$ cat config.mk
export PLATFORM = sky130hd
export DESIGN_NAME = regfile_read_arbiter
export DESIGN_NICKNAME = d
export VERILOG_FILES = /design/src/rtl/regfile_arb_pkg.sv /design/src/rtl/rr_grant.sv /design/src/rtl/regfile_read_arbiter.sv
export SDC_FILE = /design/constraint.sdc
export NUM_CORES = 1
export LEC_CHECK = 0
export BUFFER_PORTS_ARGS = -buffer_cell sky130_fd_sc_hd__buf_2
export CORE_ASPECT_RATIO = 1.5
export CORE_MARGIN = 5
export CORE_UTILIZATION = 28
export CTS_BUF_LIST = sky130_fd_sc_hd__clkbuf_2
export DETAILED_ROUTE_END_ITERATION = 7
export PLACE_DENSITY = 0.54
export REMOVE_ABC_BUFFERS = 1
export SLEW_MARGIN = 0
export SYNTH_ARGS = -nofsm -noshare
export SYNTH_HDL_FRONTEND = slang
export SYNTH_HIERARCHICAL = 1
export SYNTH_SLANG_ARGS = --single-unit
$ cat constraint.sdc
create_clock -name clk -period 9.1 [get_ports clk]
set_input_delay 0.91 -clock clk [delete_from_list [all_inputs] [get_ports clk]]
set_output_delay 0.91 -clock clk [all_outputs]
set_load 0.02 [all_outputs]
$ cat src/rtl/regfile_arb_pkg.sv
// Shared defaults and types for the register-file read-port arbiter.
//   NREQ_DEF / ADDR_W_DEF / DATA_W_DEF : default configuration
//   ptr_w()  : round-robin pointer width for a given requester count
//   rr_ptr_t : pointer / requester-id type for the default configuration
//   s1_t     : captured-request stage {valid, id, addr} for the default configuration
package regfile_arb_pkg;

  localparam int NREQ_DEF   = 4;
  localparam int ADDR_W_DEF = 5;
  localparam int DATA_W_DEF = 64;

  function automatic int ptr_w(input int n);
    return (n > 1) ? $clog2(n) : 1;
  endfunction

  typedef logic [ptr_w(NREQ_DEF)-1:0] rr_ptr_t;

  typedef struct packed {
    logic                  valid;
    rr_ptr_t               id;
    logic [ADDR_W_DEF-1:0] addr;
  } s1_t;

endpackage

$ cat src/rtl/rr_grant.sv
// Combinational round-robin picker.
//   req : request vector
//   ptr : requester with highest priority this cycle
//   gnt : one-hot grant (all zero when no request)
//   idx : index of the granted requester (0 when none)
//   any : some requester was granted
module rr_grant
  import regfile_arb_pkg::*;
#(
  parameter int N  = NREQ_DEF,
  parameter int IW = ptr_w(NREQ_DEF)
) (
  input  logic [N-1:0]  req,
  input  logic [IW-1:0] ptr,
  output logic [N-1:0]  gnt,
  output logic [IW-1:0] idx,
  output logic          any
);

  int d;
  int best;

  // Distance of requester i from ptr in round-robin order; the smallest
  // distance among active requesters wins.
  always_comb begin
    idx  = '0;
    any  = 1'b0;
    d    = 0;
    best = N;
    for (int i = 0; i < N; i++) begin
      d = i - int'(ptr);
      if (d < 0) d = d + N;
      if (req[i] && (d < best)) begin
        best = d;
        idx  = IW'(i);
        any  = 1'b1;
      end
    end
  end

  always_comb begin
    gnt = '0;
    for (int i = 0; i < N; i++)
      gnt[i] = any && (idx == IW'(i));
  end

endmodule

$ cat src/rtl/regfile_read_arbiter.sv
// Shares one combinational register-file read port among NREQ requesters.
// Round-robin grant with valid/ready handshake; the granted address is
// registered onto rf_rd_addr the next cycle, and the read data is registered
// with a one-hot response tag, giving a fixed two-cycle latency.
//   clk, reset  : clock, synchronous active-high reset
//   req_valid   : per-requester read pending
//   req_addr    : per-requester address, requester i at [i*ADDR_W +: ADDR_W]
//   req_lock    : per-requester hold-grant request
//   req_ready   : one-hot grant
//   rf_rd_addr  : registered regfile read select
//   rf_rd_data  : combinational regfile read data
//   rsp_valid   : one-hot response tag
//   rsp_data    : response data
// Build option: define REGARB_LOCK_EN to let a locked grantee keep priority.
module regfile_read_arbiter
  import regfile_arb_pkg::*;
#(
  parameter int NREQ   = NREQ_DEF,
  parameter int ADDR_W = ADDR_W_DEF,
  parameter int DATA_W = DATA_W_DEF
) (
  input  logic                   clk,
  input  logic                   reset,
  input  logic [NREQ-1:0]        req_valid,
  input  logic [NREQ*ADDR_W-1:0] req_addr,
  input  logic [NREQ-1:0]        req_lock,
  output logic [NREQ-1:0]        req_ready,
  output logic [ADDR_W-1:0]      rf_rd_addr,
  input  logic [DATA_W-1:0]      rf_rd_data,
  output logic [NREQ-1:0]        rsp_valid,
  output logic [DATA_W-1:0]      rsp_data
);

  localparam int IW = ptr_w(NREQ);

  typedef struct packed {
    logic              valid;
    logic [IW-1:0]     id;
    logic [ADDR_W-1:0] addr;
  } stage_t;

  logic [IW-1:0]     ptr, ptr_nxt;
  logic [NREQ-1:0]   gnt;
  logic [IW-1:0]     gidx;
  logic              gany;
  logic              xfer;
  logic [ADDR_W-1:0] addr_sel;
  logic [NREQ-1:0]   rsp_onehot;
  stage_t            s1;

  rr_grant #(.N(NREQ), .IW(IW)) u_grant (
    .req (req_valid),
    .ptr (ptr),
    .gnt (gnt),
    .idx (gidx),
    .any (gany)
  );

  // No grant may be seen by requesters while reset is held.
  assign req_ready = reset ? '0 : gnt;
  assign xfer      = gany & ~reset;

  always_comb begin
    addr_sel = '0;
    for (int i = 0; i < NREQ; i++)
      if (gnt[i]) addr_sel = addr_sel | req_addr[i*ADDR_W +: ADDR_W];
  end

  always_comb begin
    ptr_nxt = ptr;
    if (xfer) begin
      ptr_nxt = (gidx == IW'(NREQ-1)) ? '0 : gidx + IW'(1);
`ifdef REGARB_LOCK_EN
      // A locked grantee stays at the head of the rotation.
      if (|(gnt & req_lock)) ptr_nxt = gidx;
`endif
    end
  end

`ifndef REGARB_LOCK_EN
  logic unused_lock;
  assign unused_lock = ^req_lock;
`endif

  always_comb begin
    rsp_onehot = '0;
    for (int i = 0; i < NREQ; i++)
      rsp_onehot[i] = s1.valid && (s1.id == IW'(i));
  end

  always_ff @(posedge clk) begin
    if (reset) begin
      ptr       <= '0;
      s1        <= '0;
      rsp_valid <= '0;
      rsp_data  <= '0;
    end else begin
      ptr      <= ptr_nxt;
      s1.valid <= xfer;
      // id/addr only move on a transfer so rf_rd_addr holds when idle.
      if (xfer) begin
        s1.id   <= gidx;
        s1.addr <= addr_sel;
      end
      rsp_valid <= rsp_onehot;
      if (s1.valid) rsp_data <= rf_rd_data;
    end
  end

  // Straight from a flop so the mux-tree select never glitches.
  assign rf_rd_addr = s1.addr;

endmodule
==> results of run 1 <==
==> cells in the final DEF (no fill, tap or decap), types with 4 or more instances in the layout <==
cell,instances
a22oi_1,10
a311oi_1,5
buf_2,166
bufinv_16,4
clkbuf_2,9
dfxtp_1,77
mux2i_1,67
nand2_1,4
nor2_1,74
nor2b_1,7
==> kinds of logic (layout without fill, tap and decap cells) <==
kind of cell	after synthesis	count (layout)	share of synthesized area, %
AO/OA/AOI/OAI	26	26	6.71
AND/OR/NAND/NOR	99	99	14.3
flip-flops	78	78	50.1
buffers and inverters	26	185	5.79
adder cells (fa/ha/maj)	3	3	1.21
multiplexers	67	67	21.5
XOR/XNOR	1	1	0.281
==> worst max-delay path by stage <==
stage / from / endpoint / slack, ns / cells past startpoint
after floorplan: req_valid[1] / req_ready[1] / 4.83 / 13
after global placement: req_valid[0] / req_ready[1] / 4.26 / 16
after detailed placement: req_valid[0] / req_ready[1] / 4.20 / 16
after CTS: ptr[0]$_SDFFE_PP0P_ / req_ready[1] / 3.99 / 15
after global routing: ptr[0]$_SDFFE_PP0P_ / req_ready[1] / 3.69 / 15
final: ptr[0]$_SDFFE_PP0P_ / req_ready[1] / 4.09 / 15
==> cell usage after synthesis <==
master    count  area share, %
nor3_1        3           0.48
o22ai_1       1           0.20
inv_2         1           0.12
nor2_1       74            8.9
and2b_4       1           0.32
nand2b_1      2           0.40
dfxtp_1      78             50
a21oi_1       1           0.16
a211oi_2      1           0.40
o21ai_1       2           0.32
buf_8         2           0.96
a21o_1        2           0.48
a311oi_1      5            1.4
and4bb_2      1           0.40
and4_4        1           0.36
ha_1          3            1.2
nor4bb_1      1           0.32
buf_6         2           0.72
xnor2_1       1           0.28
nand3_1       1           0.16
nand2_1       4           0.48
a221oi_4      1           0.84
and4b_1       1           0.32
nor4b_1       1           0.28
inv_1         2           0.24
a22oi_1      10            2.4
o21ai_0       3           0.48
nor2b_1       7            1.4
or3b_1        1           0.28
mux2i_1      67             22
clkbuf_1      7           0.84
and3_1        1           0.20
buf_4        12            2.9
==> power by group <==
group	total, uW	switching (uW)	internal [uW]
logic	264	152	112
clock network	255	113	142
registers	402	25.8	377
==> per-layer routing <==
layer  part of all wire [%]  global-route usage (%)  up-vias
met2                     51                    20.9       93
met3                    7.6                    3.37       12
li1                       -                       -     1330
met4                    1.9                    5.25        0
met5                      0                       0        -
met1                     39                    12.6     1192
==> metrics by stage <==
step / worst slack, ns / utilization [%] / total power (uW) / hold WS (ns) / area, sq um
6_report: 4.09 / 37.7 / 922 / 0.512 / 4150
2_1_floorplan: 4.83 / - / 584 / 0.440 / 2950
5_1_grt: 3.69 / 37.7 / 983 / 0.546 / 4150
3_5_place_dp: 4.20 / 36.2 / 676 / 0.478 / 3980
3_3_place_gp: 4.26 / 36.2 / 669 / 0.468 / 3980
4_1_cts: 3.99 / 37.7 / 938 / 0.510 / 4150
==> state kept, by name, indices dropped and copies added (netlist names) <==
register,cells
rf_rd_addr,5
rsp_data,64
s1,3
ptr,2
rsp_valid,4
==> layout make-up <==
cell class / count / area, sq um
inverter: 3 / 11.3
multi-input combinational: 196 / 1370
tap: 147 / 184
clock inverter: 5 / 124
sequential: 78 / 1570
clock buffer: 9 / 45.0
fill: 1161 / 6850
timing repair buffer: 168 / 846
==> worst register-to-register path: stages, from the launching register on <==
cell      delay [ns]
dfxtp_1         0.50
inv_1           0.09
nor3_1          0.19
o21ai_0         0.16
ha_1            0.32
o22ai_1         0.08
o21ai_1         0.36
a21o_1          0.19
ha_1            0.14
and2b_4         0.20
and4_4          0.20
a221oi_4        0.24
inv_2           0.14
nor2_1          0.43
a22oi_1         0.17
a311oi_1        0.26
==> key figures, run 1 <==
Run status
  • Status: finished clean

Clock tree
  • Clk Latency, worst-skew pair: 0.48 ns
  • Worst-path clk slew: 0.20 ns
  • Clk buf depth: 2
  • CTS tree: built
  • Hold-fix buffers at CTS: 0
  • Clock Sink Count: 78
  • Num CTS Buffers: 9
  • H-tree Lvls: 3
  • Clock root buffer: clkbuf_2
  • Gates resized, CTS repair: 0
  • Post-CTS setup buffers: 0

Run
  • Max capacitance violation total: 0

Timing
  • Final TNS setup: 0 ns
  • Slew Viols, Final: 0
  • Slew headroom: 45.2%
  • Part of the cycle the worst path needs: 55.0%
  • Actual slew at the worst max-slew pin: 0.821 ns
  • Peak Freq: 200 MHz
  • Unrepaired setup endpoints after global routing: false
  • Skew final: 0.0146 ns
  • Min cycle time layout: 5.01 ns
  • Final Hold Vio Count: 0
  • Count of final setup violators: 0

Placed design
  • DPL Wire Length: 6.18 mm
  • Cells after DPL: 592
  • GPL Wtd Cong: 0.716
  • IO Port Bufs: 166

Pwr
  • Leakage: 0.00218 uW
  • Max VDD drop: 103 uV
  • Cell Pwr Density: 222 nW/um^2

Worst setup path
  • Critical path class: reg2out
  • Worst-path maximum fanout: 7
  • Critical path endpoint category: primary output
  • Slowest-stage cell, CP: dfxtp_1
  • Worst setup SP type: flip-flop
  • Worst endpoint required time: 8.19 ns
  • Crit path cell chain: inv_1, nor3_1, o21ai_0, ha_1, o22ai_1, o21ai_1, a21o_1, ha_1, and2b_4, and4_4, a221oi_4, inv_2, nor2_1, nor2b_1, buf_2
  • Buf+Inv Stages, Crit Path: 3
  • Max incr delay on CP: 0.50 ns
  • Worst path most repeated cell: ha_1
  • Worst R2R Setup Slack: 5.35 ns
  • Crit path DAT: 4.10 ns
  • FF-to-FF path depth: 15
  • Worst R2R Start: ptr[0]$_SDFFE_PP0P_
  • FF-to-FF End: rf_rd_addr[1]$_SDFFE_PP0P_
  • Top Family by Delay on Critical Path: simple AND/OR/NAND/NOR gates

GRT
  • Largest net degree at the start of global routing: 83
  • GRT Util Overall: 11.8%
  • Grt ovf: 0
  • Vias in the first global route: 2536
  • Initial antenna violation count: 0
  • First-pass GRT wire length: 12.3 mm

Synth
  • Mapped Cells: 300
  • Yosys cell types: 33
  • Synthesized area per cell: 10.4 sq um
  • Synth Register Bits: 78
  • Synthesis Warnings: 6
  • Post-Syn Area: 3110 sq um
  • Part of the Yosys area used for sequential elements: 50.1%

Hold path
  • Worst min path class: reg2reg
  • WHS Endpoint: rsp_data[32]$_SDFFE_PP0P_
  • Hold_sp: rsp_data[32]$_SDFFE_PP0P_
  • Hold path cells: 2

Floorplan
  • Die ar.: 13400 sq um
  • Core area: 11000 sq um
  • Die W: 96.1 um
  • Die Height: 139 um
  • Ports: 171
  • Rows: 47
  • Initial Utilization: 28.3%

Drt
  • DR iter-0 viols: 55
  • Drt wl/cell: 13.5 um
  • ANT nets after route: 0
  • Vias per inst: 4.33
  • DR vias: 2627
  • DRC: 0
  • Wirelength, routed: 8.17 mm
  • First drt pass iteration count: 4

Cells and area
  • Layout cell share with drive strength beyond 1: 41.0%
  • Antenna cells: 0
  • Area delta synth->final: 33.2%
  • Fin nets: 553
  • Fin cells: 606
Note: power is estimated with default switching activity, not from simulation.
==> inputs of run 2 (changes only) <==
==> constraint.sdc (replaced) <==
create_clock -name clk -period 4.9 [get_ports clk]
set_input_delay 0.49 -clock clk [delete_from_list [all_inputs] [get_ports clk]]
set_output_delay 0.49 -clock clk [all_outputs]
set_load 0.02 [all_outputs]
==> run 2 against run 1 <==
Via count increased by 0.61%. Critical path type unchanged. Power increased by 77%. Clock skew increased by 0.0030 ns. Clock power increased by 56%. Flip-flop and latch count unchanged.
==> key figures, run 2 (synthesized netlist as in run 1, its figures left out) <==
Pwr
  • Max VDD drop: 210 uV
  • Leakage: 0.00216 uW
  • Tot Pwr: 1630 uW
  • Cell Pwr Density: 397 nW/um^2

Worst setup path
  • Worst-path maximum fanout: 7
  • Crit path cell chain: inv_1, nor3_1, o21ai_0, ha_1, o22ai_1, o21ai_1, a21o_1, ha_1, and2b_4, and4_4, a221oi_4, inv_2, nor2_1, nor2b_1, buf_2
  • Crit path DAT: 3.97 ns
  • Slowest-stage cell, CP: dfxtp_1
  • Critical path class: reg2out
  • Worst R2R Setup Slack: 1.26 ns
  • FF-to-FF path depth: 15
  • Worst setup SP type: flip-flop
  • Critical path endpoint category: primary output
  • Max incr delay on CP: 0.51 ns
  • Worst path most repeated cell: ha_1
  • Worst endpoint required time: 4.41 ns

Run status
  • Status: finished clean

Timing
  • Final Hold Vio Count: 0
  • Slew Viols, Final: 0
  • Count of final setup violators: 0
  • Unrepaired setup endpoints after global routing: false
  • Part of the cycle the worst path needs: 91.0%
  • Hold WS: 0.196 ns
  • Skew final: 0.0176 ns
  • Actual slew at the worst max-slew pin: 1.13 ns
  • Slew headroom: 24.4%
  • Peak Freq: 224 MHz
  • Final TNS setup: 0 ns
  • Min cycle time layout: 4.46 ns

Clock tree
  • Clock Sink Count: 78
  • Worst-path clk slew: 0.23 ns
  • Gates resized, CTS repair: 0
  • Hold-fix buffers at CTS: 0
  • Clk buf depth: 2
  • Clock root buffer: clkbuf_2
  • Post-CTS setup buffers: 0
  • Clk Latency, worst-skew pair: 0.51 ns
  • Num CTS Buffers: 9
  • H-tree Lvls: 3
  • CTS tree: built

GRT
  • Initial antenna violation count: 0
  • GRT Util Overall: 12.0%
  • Grt ovf: 0
  • First-pass GRT wire length: 12.5 mm
  • Largest net degree at the start of global routing: 69
  • Vias in the first global route: 2598

Hold path
  • Hold path cells: 3
  • Worst min path class: in2reg

Cells and area
  • Area delta synth->final: 31.9%
  • Max reg flops: 64
  • Layout cell share with drive strength beyond 1: 41.3%
  • Largest Register: rsp_data
  • Commonest non-fill, non-tap cell in the layout: buf_2
  • Antenna cells: 0
  • Most frequent cells in the layout: buf_2 (166), dfxtp_1 (77), nor2_1 (74)
  • Fill count: 1120
  • Fin nets: 552
  • Fin cells: 607

Drt
  • DRC: 0
  • Wirelength, routed: 8.28 mm
  • DR iter-0 viols: 84
  • First drt pass iteration count: 4
  • DR vias: 2643
  • Drt wl/cell: 13.6 um
  • ANT nets after route: 0
  • Vias per inst: 4.35

Floorplan
  • Die ar.: 13400 sq um
  • Ports: 171
  • Die W: 96.1 um
  • Core area: 11000 sq um
  • Initial Utilization: 28.3%
  • Die Height: 139 um
  • Rows: 47

Placed design
  • GPL Wtd Cong: 0.744
  • IO Port Bufs: 166
  • Cells after DPL: 591
  • DPL Wire Length: 6.21 mm

Run
  • Max capacitance violation total: 0
[run 2: metrics by stage]
stage,instance area [sq um],util (%),worst slack (ns)
after floorplan,2950,-,1.44
after global placement,3970,36.1,0.936
after detailed placement,3970,36.1,0.906
after CTS,4110,37.4,0.309
after global routing,4110,37.4,0.0422
final,4110,37.4,0.443
[run 2: critical path: cells and delay by family (launching register included)]
kind	cells	cell delay, ns
DFF	1	0.51
and+or+nand+nor	5	1.14
AOI/OAI and AO/OA	5	0.97
adders and majority gates	2	0.44
buffers and inverters	3	0.40
[run 2: final cells by class]
cell class / count / area (sq um) / area share [%]
flip-flops and latches: 78 / 1570 / 38.1
multi-input cells: 196 / 1370 / 33.4
repair buffers: 167 / 838 / 20.4
well taps: 147 / 184 / 4.48
clock inverters: 5 / 82.6 / 2.01
clock buffers: 11 / 55.1 / 1.34
inverters: 3 / 11.3 / 0.274
[run 2: final timing paths]
path | from | end
max reg2reg | ptr[0]$_SDFFE_PP0P_ | rf_rd_addr[4]$_SDFFE_PP0P_
min | rf_rd_data[22] | rsp_data[22]$_SDFFE_PP0P_
max | ptr[0]$_SDFFE_PP0P_ | req_ready[1]
min reg2reg | rsp_data[13]$_SDFFE_PP0P_ | rsp_data[13]$_SDFFE_PP0P_
[run 2: routing by layer]
layer / global-route usage (%) / wire (um) / up-vias
li1: - / - / 1333
met2: 20.7 / 4270 / 97
met5: 0 / 0 / -
met1: 13.3 / 3280 / 1204
met4: 5.02 / 153 / 0
met3: 3.80 / 576 / 9
[run 2: report_power, final]
part	leakage, uW	total (uW)	internal, uW	switching, uW
clock network	0.0000827	398	175	223
registers	0.000644	757	699	57.5
logic	0.00143	476	208	268
==> inputs of run 3 (changes only) <==
--- a/config.mk
+++ b/config.mk
@@ -6,7 +6,7 @@
 export NUM_CORES = 1
 export LEC_CHECK = 0
 export BUFFER_PORTS_ARGS = -buffer_cell sky130_fd_sc_hd__buf_2
-export CORE_ASPECT_RATIO = 1.5
+export CORE_ASPECT_RATIO = 0.5
 export CORE_MARGIN = 5
 export CORE_UTILIZATION = 28
 export CTS_BUF_LIST = sky130_fd_sc_hd__clkbuf_2
==> run 3 against run 2 <==
Non-clock buffer count increased by 1. First-iteration DRC count up 56%. Final cell count is 0.16% lower. Power shrank 1.4%. Largest cell class unchanged.
==> key figures, run 3 (synthesized netlist as in run 1, its figures left out) <==
Run status
  • Status: finished clean

Timing
  • Slew Viols, Final: 0
  • Final TNS setup: 0 ns
  • Final Hold Vio Count: 0
  • Skew final: 0.0214 ns
  • Min cycle time layout: 4.33 ns
  • Slew headroom: 25.5%
  • Count of final setup violators: 0
  • Unrepaired setup endpoints after global routing: false
  • Peak Freq: 231 MHz
  • Actual slew at the worst max-slew pin: 1.12 ns
  • Part of the cycle the worst path needs: 88.4%

Clock tree
  • Clock root buffer: clkbuf_2
  • Worst-path clk slew: 0.21 ns
  • Post-CTS setup buffers: 0
  • Clk Latency, worst-skew pair: 0.51 ns
  • Clock Sink Count: 78
  • Num CTS Buffers: 9
  • CTS tree: built
  • Clk buf depth: 2
  • Hold-fix buffers at CTS: 0
  • Gates resized, CTS repair: 0
  • H-tree Lvls: 3

Cells and area
  • Fin nets: 553
  • Most frequent cells in the layout: buf_2 (166), dfxtp_1 (77), nor2_1 (74)
  • Layout Utilization: 37.5%
  • Largest Register: rsp_data
  • Area delta synth->final: 31.7%
  • Max reg flops: 64
  • Antenna cells: 0
  • Commonest non-fill, non-tap cell in the layout: buf_2
  • Layout cell share with drive strength beyond 1: 40.8%

Worst setup path
  • Critical path endpoint category: primary output
  • Crit path from: ptr[0]$_SDFFE_PP0P_
  • Max incr delay on CP: 0.49 ns
  • Worst setup SP type: flip-flop
  • Slowest-stage cell, CP: dfxtp_1
  • Worst-path maximum fanout: 7
  • Worst R2R Start: ptr[0]$_SDFFE_PP0P_
  • Worst path most repeated cell: ha_1
  • Crit path DAT: 3.84 ns
  • Worst endpoint required time: 4.41 ns
  • Critical path class: reg2out
  • Crit path cell chain: inv_1, nor3_1, o21ai_0, ha_1, o22ai_1, o21ai_1, a21o_1, ha_1, and2b_4, and4_4, a221oi_4, inv_2, nor2_1, nor2b_1, buf_2

Drt
  • DR vias: 2583
  • First drt pass iteration count: 4
  • Drt wl/cell: 13.5 um
  • Vias per inst: 4.26
  • DRC: 0
  • ANT nets after route: 0
  • Wirelength, routed: 8.19 mm
  • DR iter-0 viols: 131

Floorplan
  • Die ar.: 13500 sq um
  • Ports: 171
  • Initial Utilization: 28.5%
  • Die Height: 84.6 um
  • Core area: 10900 sq um
  • Die W: 159 um
  • Rows: 27

Pwr
  • Max VDD drop: 227 uV
  • Cell Pwr Density: 392 nW/um^2
  • Tot Pwr: 1610 uW
  • Leakage: 0.00216 uW

Placed design
  • DPL Wire Length: 6.00 mm
  • IO Port Bufs: 166
  • GPL Wtd Cong: 0.764

Run
  • Max capacitance violation total: 0

GRT
  • First-pass GRT wire length: 13.2 mm
  • Vias in the first global route: 2510
  • Initial antenna violation count: 0
  • Grt ovf: 0
  • Largest net degree at the start of global routing: 69
  • GRT Util Overall: 11.9%

Hold path
  • Worst min path class: in2reg
  • Hold_sp: rf_rd_data[18]
-- run 3: cell types whose count changed in the layout (fill, tap and decap cells not counted), sizes merged --
cell	change
clkinv	+3
inv	-1
buf	+1
clkbuf	-1
clkinvlp	-1
-- run 3: critical path: cells and delay by family, from the launching register on --
family | cells | cell delay [ns]
DFF | 1 | 0.49
AOI/OAI and AO/OA | 5 | 1.03
buffers and inverters | 3 | 0.36
and+or+nand+nor | 5 | 1.05
adders and majority gates | 2 | 0.43
-- run 3: layer usage --
metal,global-route usage (%),vias to the layer above,wire length [um]
li1,-,1337,-
met1,14.2,1179,3440
met2,20.9,60,4280
met3,3.73,7,381
met4,3.25,0,85
met5,0,-,0
-- run 3: path summary, 6_finish.rpt --
| check | to | slack, ns | cells after the start |
|---|---|---|---|
| setup / recovery | req_ready[1] | 0.57 | 15 |
| hold / removal | rsp_data[18]$_SDFFE_PP0P_ | 0.20 | 3 |
| setup reg to reg | rf_rd_addr[0]$_SDFFE_PP0P_ | 1.37 | 15 |
| hold reg to reg | rsp_data[41]$_SDFFE_PP0P_ | 0.51 | 2 |
-- run 3: report_power, final --
group	internal, uW	leakage [uW]	total (uW)	switching [uW]
clock	166	0.0000784	378	212
sequential	699	0.000644	743	43.5
combinational	207	0.00144	488	281
-- run 3: layout make-up --
type / count / area (sq um)
clock buffers: 10 / 50.0
clock inverters: 6 / 76.3
fillers: 1153 / 6840
inverters: 3 / 11.3
multi-input cells: 196 / 1370
flip-flops and latches: 78 / 1570
well taps: 145 / 181
repair buffers: 168 / 846
-- run 3: through the flow --
stage | cell area, sq um | instances | setup WS [ns] | hold slack (ns)
after CTS | 4100 | 606 | 0.510 | 0.127
after detailed placement | 3980 | 590 | 1.06 | 0.474
after global placement | 3980 | 590 | 1.08 | 0.469
after floorplan | 2950 | 277 | 1.44 | 0.440
after global routing | 4100 | 606 | 0.121 | 0.114
final | 4100 | 606 | 0.567 | 0.195
